$ cat src/rtl/uart_pkg.sv
// rtl/uart_pkg.sv - shared UART constants and receiver state encoding
package uart_pkg;

  localparam int unsigned NB_DATA_DEF  = 8;
  localparam int unsigned BAUD_DIV_DEF = 326;
  localparam int unsigned OVERSAMPLE   = 16;

  typedef enum logic [2:0] {
    IDLE  = 3'b000,
    START = 3'b001,
    DATA  = 3'b010,
    STOP  = 3'b011,
    BREAK = 3'b100
  } rx_state_e;

endpackage

$ cat src/rtl/uart_baud_gen.sv
// rtl/uart_baud_gen.sv - free-running 16x oversampling tick generator
module uart_baud_gen
  import uart_pkg::*;
#(
  parameter int unsigned BAUD_DIV = BAUD_DIV_DEF
) (
  input  logic i_clk,
  input  logic i_reset,
  output logic o_tick
);

  localparam int unsigned CW = (BAUD_DIV > 1) ? $clog2(BAUD_DIV) : 1;
  localparam logic [CW-1:0] LAST = CW'(BAUD_DIV - 1);

  logic [CW-1:0] cnt_q, cnt_d;

  always_comb begin
    cnt_d = (cnt_q == LAST) ? '0 : cnt_q + 1'b1;
  end

  always_ff @(posedge i_clk) begin
    if (!i_reset) cnt_q <= '0;
    else          cnt_q <= cnt_d;
  end

  assign o_tick = (cnt_q == LAST);

endmodule

$ cat src/rtl/uart_rx.sv
// rtl/uart_rx.sv - 8N1 UART receiver with 16x oversampling, glitch reject and break hold-off
module uart_rx
  import uart_pkg::*;
#(
  parameter int unsigned NB_DATA  = NB_DATA_DEF,
  parameter int unsigned SB_TICK  = OVERSAMPLE,
  parameter int unsigned BAUD_DIV = BAUD_DIV_DEF
) (
  input  logic               i_clk,
  input  logic               i_reset,
  input  logic               i_rx,
  output logic [NB_DATA-1:0] o_rx_data,
  output logic               o_rx_done,
  output logic               o_frame_error,
  output logic               o_busy,
  output logic               o_tick
);

  localparam int unsigned SW = (SB_TICK > OVERSAMPLE) ? $clog2(SB_TICK) : $clog2(OVERSAMPLE);
  localparam int unsigned NW = (NB_DATA > 1) ? $clog2(NB_DATA) : 1;

  logic               tick;
  logic               sync1_q, rx_s_q;
  rx_state_e          state_q;
  logic [SW-1:0]      s_q;
  logic [NW-1:0]      n_q;
  logic [NB_DATA-1:0] shift_q, data_q;
  logic               done_q, ferr_q;

  uart_baud_gen #(.BAUD_DIV(BAUD_DIV)) u_baud (
    .i_clk   (i_clk),
    .i_reset (i_reset),
    .o_tick  (tick)
  );

  always_ff @(posedge i_clk) begin
    if (!i_reset) begin
      sync1_q <= 1'b1;
      rx_s_q  <= 1'b1;
    end else begin
      sync1_q <= i_rx;
      rx_s_q  <= sync1_q;
    end
  end

  always_ff @(posedge i_clk) begin
    if (!i_reset) begin
      state_q <= IDLE;
      s_q     <= '0;
      n_q     <= '0;
      shift_q <= '0;
      data_q  <= '0;
      done_q  <= 1'b0;
      ferr_q  <= 1'b0;
    end else begin
      done_q <= 1'b0;
      ferr_q <= 1'b0;
      case (state_q)
        IDLE: begin
          if (!rx_s_q) begin
            state_q <= START;
            s_q     <= '0;
          end
        end
        // Start bit is re-checked at its centre so short low glitches fall back to IDLE.
        START: begin
          if (tick) begin
            if (s_q == SW'(7)) begin
              if (!rx_s_q) begin
                state_q <= DATA;
                s_q     <= '0;
                n_q     <= '0;
              end else begin
                state_q <= IDLE;
              end
            end else begin
              s_q <= s_q + 1'b1;
            end
          end
        end
        DATA: begin
          if (tick) begin
            if (s_q == SW'(OVERSAMPLE - 1)) begin
              s_q     <= '0;
              shift_q <= {rx_s_q, shift_q[NB_DATA-1:1]};
              if (n_q == NW'(NB_DATA - 1)) state_q <= STOP;
              else                         n_q     <= n_q + 1'b1;
            end else begin
              s_q <= s_q + 1'b1;
            end
          end
        end
        STOP: begin
          if (tick) begin
            if (s_q == SW'(SB_TICK - 1)) begin
              if (rx_s_q) begin
                state_q <= IDLE;
                data_q  <= shift_q;
                done_q  <= 1'b1;
              end else begin
                state_q <= BREAK;
                ferr_q  <= 1'b1;
              end
            end else begin
              s_q <= s_q + 1'b1;
            end
          end
        end
        // A held-low line parks here instead of producing a stream of 0x00 frames.
        BREAK: begin
          if (rx_s_q) state_q <= IDLE;
        end
        default: state_q <= IDLE;
      endcase
    end
  end

  assign o_rx_data     = data_q;
  assign o_rx_done     = done_q;
  assign o_frame_error = ferr_q;
  assign o_busy        = (state_q != IDLE);
  assign o_tick        = tick;

endmodule

$ cat config.mk
export PLATFORM = sky130hd
export DESIGN_NAME = uart_rx
export DESIGN_NICKNAME = d
export VERILOG_FILES = /design/src/rtl/uart_pkg.sv /design/src/rtl/uart_baud_gen.sv /design/src/rtl/uart_rx.sv
export SDC_FILE = /design/constraint.sdc
export NUM_CORES = 1
export LEC_CHECK = 0
export CORE_UTILIZATION = 50
export CTS_BUF_LIST = sky130_fd_sc_hd__clkbuf_2
export CTS_CLUSTER_SIZE = 12
export DETAILED_ROUTE_END_ITERATION = 10
export DONT_BUFFER_PORTS = 1
export GPL_TIMING_DRIVEN = 0
export SYNTH_ARGS = -nofsm -noshare
export SYNTH_HDL_FRONTEND = slang
export SYNTH_SLANG_ARGS = --single-unit
export TNS_END_PERCENT = 5
$ cat constraint.sdc
create_clock -name i_clk -period 2.2 [get_ports i_clk]
set_clock_uncertainty 0.05 [all_clocks]
set_input_delay 0.55 -clock i_clk [delete_from_list [all_inputs] [get_ports i_clk]]
set_output_delay 0.55 -clock i_clk [all_outputs]
set_load 0.01 [all_outputs]
==> flow_summary.json, run 1 <==
{
  "status": "complete, no violations",
  "vias": 1386,
  "setup_viol": 0,
  "path_clk_slew_ns": 0.20,
  "n_fill_cell": 323,
  "cts_buffer_depth": 2,
  "h-tree-depth": 2,
  "rsz0062_at_grt": "no",
  "worst_pin_slew_ns": 0.481,
  "startpoint_type": "flip-flop",
  "synth_edf_count": 0,
  "whs_ns": 0.141,
  "power_density_nw_per_um2": 732,
  "gp_congestion": 0.894,
  "worst-path-max-fanout": 7,
  "p_leak_nw": 0.722,
  "hp-class": "in -> reg",
  "drc_errors": 0,
  "dp_hpwl_mm": 2.47,
  "num-nets-final": 224,
  "antenna_found_initial": 0,
  "core_um2": 3390,
  "grt_start_max_net_pins": 14,
  "ios": 15,
  "synthesis.nets": 216,
  "wl_per_cell_um": 12.9,
  "routed_via_density": 5.27,
  "routed_wl_mm": 3.40,
  "grt_pass1_vias": 1285,
  "die_area_um2": 3820,
  "cts_tree": "done",
  "slew_headroom_pct": 67.8,
  "cp.required_ns": 1.60,
  "initial_utilization_pct": 52.8,
  "drt-initial-drc-count": 89,
  "finalHoldViolCount": 0,
  "async_flop_share_pct": 0,
  "cts_root_buffer": "clkbuf_2",
  "final_layout_size_suffix_gt1_share_pct": 10.1,
  "synthCells": 208,
  "criticalPathCategory": "reg -> out",
  "grt_pass1_wl_mm": 5.46,
  "cap_viol_max_count": 0,
  "cp-end-kind": "output port",
  "area_growth_syn_to_layout_pct": 7.69,
  "numPortBuffers": 0,
  "ys_types": 40,
  "grt.overflow.total": 0,
  "die_h_um": 61.8,
  "fin_crit_sh_pct": 95.2,
  "drt-pass1-iter-count": 4,
  "numCtsBuffers": 5,
  "finalCriticalPeriod_ns": 2.10,
  "syn_avg_cell_area_um2": 8.60,
  "clkSinkCount": 39,
  "drv_slew": 0,
  "drtAntennaViolNets": 0,
  "clk-insertion-delay-late_ns": 0.42,
  "yosys_warnings": 0,
  "vdd_drop_max_mv": 0.438,
  "grt_usage_pct": 20.1,
  "fmax_mhz": 477,
  "power_mw": 1.41,
  "num_rows": 21,
  "synth_ff_type": "dfxtp_1",
  "fin_setup_tns_ns": 0,
  "die_x_um": 61.8,
  "syn-cell-area_um2": 1790,
  "ys_seq_area_share_pct": 43.6,
  "antennaDiodeCount": 0,
  "worstPathArrival_ns": 1.50,
  "synth.ff_latch_count": 39
}
[final timing paths]
path | slack (ns) | to | from | cells after the start
worst max-delay path | 0.10 | o_tick | u_baud.cnt_q[1] | 5
worst min-delay path | 0.14 | sync1_q | i_reset | 1
worst max register to register | 0.17 | n_q[0] | s_q[0] | 6
worst min register to register | 0.39 | rx_s_q | sync1_q | 1
[cells in the mapped netlist (3+ instances only)]
cell,count,share of area (%)
nand3_1,10,2.8
or3_1,6,2.1
o21a_1,3,1.3
nand2_1,32,6.7
dfxtp_1,39,44
a21oi_1,18,5.0
nor2b_1,4,1.4
nand2b_1,4,1.4
inv_1,6,1.3
mux2i_1,9,5.0
xor2_1,5,2.4
and3_1,3,1.0
clkbuf_1,5,1.0
buf_2,3,0.84
o21ai_0,3,0.84
nor2_1,24,5.0
ha_1,5,3.5
[layout by cell type (no fill, tap or decap), types with 3 or more instances in the layout]
cell and count:
dfxtp_1 37, mux2i_1 9, o21a_1 3, and3_1 3
xor2_1 5, a21oi_1 18, nor2b_1 4, clkbuf_1 5
nand3_1 10, nand2b_1 4, inv_1 6, nand2_1 32
nor2_1 24, or3_1 6, ha_1 5, buf_2 3
clkbuf_2 5, o21ai_0 3
[worst max-delay path: stages (launching register included)]
cell	delay (ns)
dfxtp_2	0.37
inv_1	0.06
ha_1	0.14
and4b_1	0.26
nand2_4	0.12
inv_4	0.13
[power by group]
part	total, mW	leakage [nW]	switching, mW	internal [mW]
Sequential	0.747	0.316	0.0193	0.728
Clock	0.444	0.0429	0.252	0.192
Combinational	0.220	0.363	0.131	0.0886
Total	1.41	0.722	0.402	1.01
[registers in the layout, indices dropped and copies added (netlist names)]
| signal | flops |
|---|---|
| s_q | 4 |
| o_rx_done | 1 |
| shift_q | 8 |
| o_rx_data | 8 |
| o_frame_error | 1 |
| rx_s_q | 1 |
| u_baud.cnt_q | 9 |
| sync1_q | 1 |
| state_q | 3 |
| n_q | 3 |
[timing repair]
action,4_1_cts,5_1_grt
hold buffers,0,0
gates resized for setup,1,2
pin swaps,0,0
setup endpoints to repair,1,1
endpoints found under the hold margin,0,0
setup buffers,0,1
[area by class of cell]
| type | instances | area [µm²] | area share (%) |
|---|---|---|---|
| multi-input cells | 154 | 947 | 49.2 |
| plain buffers | 8 | 33.8 | 1.75 |
| well taps | 46 | 57.6 | 2.99 |
| clock inverters | 3 | 43.8 | 2.27 |
| flip-flops and latches | 39 | 783 | 40.6 |
| clock buffers | 5 | 25.0 | 1.30 |
| repair buffers | 1 | 7.51 | 0.390 |
| inverters | 7 | 28.8 | 1.49 |
[layer usage]
metal | wire length (µm) | part of all wire (%) | GRT usage [%] | vias up
li1 | - | - | - | 731
met1 | 1580 | 47 | 23.0 | 619
met2 | 1570 | 46 | 33.9 | 28
met3 | 156 | 4.6 | 5.38 | 8
met4 | 87 | 2.6 | 11.4 | 0
met5 | 0 | 0 | 0 | -
[metrics by stage]
stage,worst slack [ns],cell area [µm²],instances,utilization [%]
6_report,0.105,1930,263,56.8
5_1_grt,0.0135,1930,263,56.8
4_1_cts,0.0124,1920,262,56.6
3_5_place_dp,0.205,1850,254,54.5
3_3_place_gp,0.249,1850,254,54.5
2_1_floorplan,0.471,1790,208,-
[logic make-up after synthesis]
logic type,Yosys count,synth area share [%]
AO/OA/AOI/OAI,35,12.9
flip-flops,39,43.6
AND/OR/NAND/NOR,98,28.0
XOR/XNOR,7,3.43
adder cells (fa/ha/maj),5,3.50
multiplexers,9,5.04
buffers and inverters,15,3.43
(Power assumes the default switching activity.)
==> inputs of run 2 (changes only) <==
CAP_MARGIN = 20   (was unset)
CELL_PAD_IN_SITES_DETAIL_PLACEMENT = 1   (was unset)
CELL_PAD_IN_SITES_GLOBAL_PLACEMENT = 1   (was unset)
CORE_UTILIZATION = 49   (was 50)
PLACE_DENSITY_LB_ADDON = 0.1   (was unset)
==> run 2 against run 1 <==
Against the previous run: utilization is 0.47 points lower; hold slack better by 0.030 ns; design area hardly changed; highest routed layer unchanged; worst setup slack hardly changed; critical path type unchanged; die area is 2.0% higher; clock power is 30% lower; routed wire length is 15% higher; final cell count is 0.38% higher; critical endpoint unchanged.
==> flow_summary.json, run 2 (synthesis results as in run 1) <==
{
  "clkSinkCount": 39,
  "fmax_mhz": 477,
  "top_register": "u_baud.cnt_q",
  "worstPathArrival_ns": 1.50,
  "dp_hpwl_mm": 2.93,
  "grt_pass1_wl_mm": 6.70,
  "drv_slew": 0,
  "cts_tree": "done",
  "cts_hold_buf": 0,
  "criticalPathCategory": "reg -> out",
  "grt_pass1_vias": 1563,
  "power_density_nw_per_um2": 672,
  "status": "complete, no violations",
  "vdd_drop_max_mv": 0.377,
  "drtAntennaViolNets": 0,
  "cpPeakStageDelay_ns": 0.37,
  "path_clk_slew_ns": 0.20,
  "finalCriticalPeriod_ns": 2.10,
  "finalHoldViolCount": 0,
  "hp-class": "in -> reg",
  "grt_usage_pct": 22.0,
  "area_growth_syn_to_layout_pct": 7.62,
  "routed_wl_mm": 3.92,
  "vias": 1469,
  "slew_headroom_pct": 66.9,
  "cp-end-kind": "output port",
  "drt-initial-drc-count": 32,
  "startpoint_type": "flip-flop",
  "multi_input_area_um2": 957,
  "worst-path-max-fanout": 7,
  "antennaDiodeCount": 0,
  "largest_reg_flops": 9,
  "clk-insertion-delay-late_ns": 0.38,
  "final_common_cell": "dfxtp_1",
  "grt_start_max_net_pins": 14,
  "worst_pin_slew_ns": 0.495,
  "cts_root_buffer": "clkbuf_2",
  "routed_via_density": 5.56,
  "numPortBuffers": 0,
  "cap_viol_max_count": 0,
  "fin_crit_sh_pct": 95.3,
  "cp.required_ns": 1.60,
  "dp.cells": 254,
  "final_layout_size_suffix_gt1_share_pct": 11.9,
  "wl_per_cell_um": 14.8,
  "p_leak_nw": 0.704,
  "core_um2": 3420,
  "antenna_found_initial": 0,
  "fin_setup_tns_ns": 0,
  "dpl_cell_area_um2": 1850,
  "die_h_um": 62.4,
  "die_area_um2": 3900,
  "setup_viol": 0,
  "die_x_um": 62.4,
  "initial_utilization_pct": 52.4,
  "drt-pass1-iter-count": 4,
  "num-nets-final": 225,
  "num_rows": 21,
  "grt.overflow.total": 0,
  "drc_errors": 0,
  "ios": 15,
  "finalInstanceArea_um2": 1930,
  "final_cell_mix": "dfxtp_1, nand2_1, nor2_1, a21oi_1",
  "cpMaxStageDelayCell": "dfxtp_2",
  "numCtsBuffers": 5,
  "n_fill_cell": 434,
  "register_area_um2": 786,
  "gp_congestion": 0.856,
  "layout.cells.non_filler": 264,
  "worstPathCellList": "inv_1 > ha_2 > and4b_1 > nand2_4 > inv_6",
  "h-tree-depth": 2,
  "cts_buffer_depth": 2
}
## run 2: layout make-up
class | count | area share (%)
timing repair buffer | 2 | 0.780
inverter | 7 | 1.62
buffer | 8 | 1.75
clock buffer | 5 | 1.30
clock inverter | 3 | 1.04
tap | 46 | 2.99
sequential | 39 | 40.8
multi-input combinational | 154 | 49.7
## run 2: critical path: cells and delay by family (launching register included)
kind	cells	cell delay, ns
buffers and inverters	2	0.19
adder cells (fa/ha/maj)	1	0.18
AND/OR/NAND/NOR	2	0.39
flip-flops	1	0.37
## run 2: final timing paths
path                                    to       startpoint  slack [ns]  cells after the start
worst max-delay path                o_tick  u_baud.cnt_q[1]        0.10                      5
worst min-delay path               sync1_q          i_reset        0.17                      1
worst max register to register  state_q[2]           rx_s_q        0.17                      6
worst min register to register      rx_s_q          sync1_q        0.41                      1
## run 2: timing repair
action / in CTS / in global routing
buffers inserted: 0 / 2
gates resized for setup: 1 / 7
endpoints found under the setup margin: 1 / 5
## run 2: layer usage
| metal | track usage (%) | routed length [µm] | vias up |
|---|---|---|---|
| met5 | 0 | 0 | - |
| met4 | 10.8 | 65 | 0 |
| met3 | 5.84 | 133 | 8 |
| met2 | 39.0 | 1960 | 24 |
| met1 | 24.0 | 1760 | 700 |
| li1 | - | - | 737 |
## run 2: per-stage QoR
| step | total power, mW | hold slack [ns] | worst slack (ns) | utilization (%) |
|---|---|---|---|---|
| after floorplan | 0.937 | 0.336 | 0.471 | - |
| after global placement | 0.972 | 0.353 | 0.265 | 54.1 |
| after detailed placement | 0.983 | 0.373 | 0.173 | 54.1 |
| after CTS | 1.30 | 0.154 | 0.000279 | 55.4 |
| after global routing | 1.38 | 0.116 | -0.0103 | 56.4 |
| final | 1.29 | 0.171 | 0.104 | 56.4 |
## run 2: where the power goes
part	total [mW]	leakage, nW	internal [mW]	switching [mW]
logic	0.233	0.363	0.0921	0.141
clock network	0.313	0.0250	0.0755	0.237
registers	0.748	0.316	0.727	0.0210
total	1.29	0.704	0.895	0.400
==> inputs of run 3 (changes only) <==
CELL_PAD_IN_SITES_GLOBAL_PLACEMENT = 2   (was 1)
CORE_UTILIZATION = 40   (was 49)
clock period = 2.1 ns   (was 2.2 ns; I/O delays follow)
==> run 3 against run 2 <==
Against the previous run: routed wire length up 0.74%; first-iteration DRC count shrank 9.4%; utilization down 8.9 points; largest cell class unchanged; power up 16%.
==> flow_summary.json, run 3 (synthesis results as in run 1) <==
{
  "status": "complete, no violations",
  "ios": 15,
  "seqPwrFrac_pct": 52.1,
  "power_switching_uw": 444,
  "clk-insertion-delay-late_ns": 0.41,
  "layout.cells.non_filler": 267,
  "criticalPathCategory": "reg -> out",
  "area_growth_syn_to_layout_pct": 9.93,
  "grt_usage_pct": 18.7,
  "numPortBuffers": 0,
  "power_density_nw_per_um2": 766,
  "antenna_found_initial": 0,
  "cts_buffer_depth": 2,
  "numCtsBuffers": 5,
  "worst-path-max-fanout": 6,
  "finalCriticalPeriod_ns": 2.06,
  "grt.overflow.total": 0,
  "cts_root_buffer": "clkbuf_2",
  "drt-initial-drc-count": 29,
  "cp_top_family": "flip-flops",
  "drc_errors": 0,
  "wl_per_cell_um": 14.8,
  "top_register": "u_baud.cnt_q",
  "num_rows": 23,
  "drt-pass1-iter-count": 4,
  "rsz0062_at_grt": "yes",
  "initial_utilization_pct": 43.2,
  "worstPathArrival_ns": 1.48,
  "worst_pin_slew_ns": 0.479,
  "h-tree-depth": 2,
  "crit_buf_inv": 2,
  "cap_viol_max_count": 0,
  "power_mw": 1.51,
  "p_leak_nw": 0.721,
  "routed_wl_mm": 3.95,
  "topRoutingLayerUsed": "met4",
  "drv_slew": 0,
  "fmax_mhz": 486,
  "routed_via_density": 5.43,
  "fin_crit_sh_pct": 97.9,
  "num-nets-final": 224,
  "grt_pass1_vias": 1431,
  "cpMaxStageDelayCell": "dfxtp_4",
  "cp-end-kind": "output port",
  "die_h_um": 68.9,
  "dpl_cell_area_um2": 1850,
  "setup_viol": 0,
  "pwr-share-comb_pct": 16.7,
  "dp_hpwl_mm": 2.94,
  "gp_congestion": 0.842,
  "clockPowerShare_pct": 31.2,
  "grt_pass1_wl_mm": 6.48,
  "internal-power_mw": 1.06,
  "finalHoldViolCount": 0,
  "final_layout_size_suffix_gt1_share_pct": 12.0,
  "grt_start_max_net_pins": 14,
  "cp.required_ns": 1.52,
  "vdd_drop_max_mv": 0.316,
  "hp-class": "in -> reg",
  "clkSinkCount": 39,
  "dp.cells": 258,
  "final_cell_mix": "dfxtp_1, nand2_1, nor2_1, a21oi_1",
  "cts_tree": "done",
  "switching_share_pct": 29.5,
  "core_um2": 4140,
  "vias": 1450,
  "slew_headroom_pct": 68.0,
  "path_clk_slew_ns": 0.20,
  "wl_met1_mm": 1.81,
  "die_area_um2": 4740,
  "met3_length_um": 189,
  "whs_ns": 0.124,
  "wl_met2_mm": 1.88,
  "largest_reg_flops": 9,
  "fin_setup_tns_ns": 0,
  "antennaDiodeCount": 0,
  "final_common_cell": "dfxtp_1",
  "worstPathCellList": "inv_1 > ha_1 > and4b_1 > nand2_4 > clkinv_4",
  "startpoint_type": "flip-flop",
  "drtAntennaViolNets": 0,
  "finalInstanceArea_um2": 1970,
  "cpPeakStageDelay_ns": 0.41,
  "die_x_um": 68.9
}
## run 3: path summary, 6_finish.rpt
check,from,end,slack [ns],depth (start not counted)
worst max-delay path,u_baud.cnt_q[1],o_tick,0.04,5
worst min-delay path,i_reset,sync1_q,0.12,1
worst max register to register,u_baud.cnt_q[1],s_q[2],0.13,8
worst min register to register,sync1_q,rx_s_q,0.41,1
## run 3: worst reg2reg max path, delay by kind of cell, from the launching register on
| family | cells | cell delay (ns) |
|---|---|---|
| AOI/OAI and AO/OA | 2 | 0.45 |
| and+or+nand+nor | 3 | 0.62 |
| buffers and inverters | 2 | 0.23 |
| DFF | 1 | 0.40 |
| adders and majority gates | 1 | 0.13 |
## run 3: cell type report
type                            instances  area (µm²)
Fill cell                             492        2180
Inverter                                7        31.3
Sequential cell                        39         786
Clock buffer                            5        25.0
Buffer                                  8        33.8
Tap cell                               50        62.6
Clock inverter                          3        43.8
Timing Repair Buffer                    1        7.51
Multi-Input combinational cell        154         977
## run 3: timing repair
action	in CTS	in global routing
resized for setup	5	4
hold buffers	0	0
endpoints found under the setup margin	4	7
buffers inserted	1	0
cloned	0	0
pin swaps	0	1
endpoints found under the hold margin	0	0
## run 3: metal layers
metal,global-route usage (%),vias up
met4,6.12,0
met5,0,-
met1,22.7,682
li1,-,731
met3,5.10,7
met2,31.7,30
## run 3: power groups by stage
stage / logic, mW / registers (mW) / clock network [mW]
final: 0.252 / 0.786 / 0.470
after global placement: 0.227 / 0.797 / 0
after global routing: 0.283 / 0.790 / 0.512
after detailed placement: 0.239 / 0.799 / 0
after floorplan: 0.189 / 0.793 / 0
after CTS: 0.239 / 0.787 / 0.492
## run 3: metrics by stage
step | utilization, % | worst slack, ns
2_1_floorplan | - | 0.371
3_3_place_gp | 44.7 | 0.131
3_5_place_dp | 44.7 | 0.0431
4_1_cts | 46.9 | 0.00467
5_1_grt | 47.5 | -0.0423
6_report | 47.5 | 0.0441
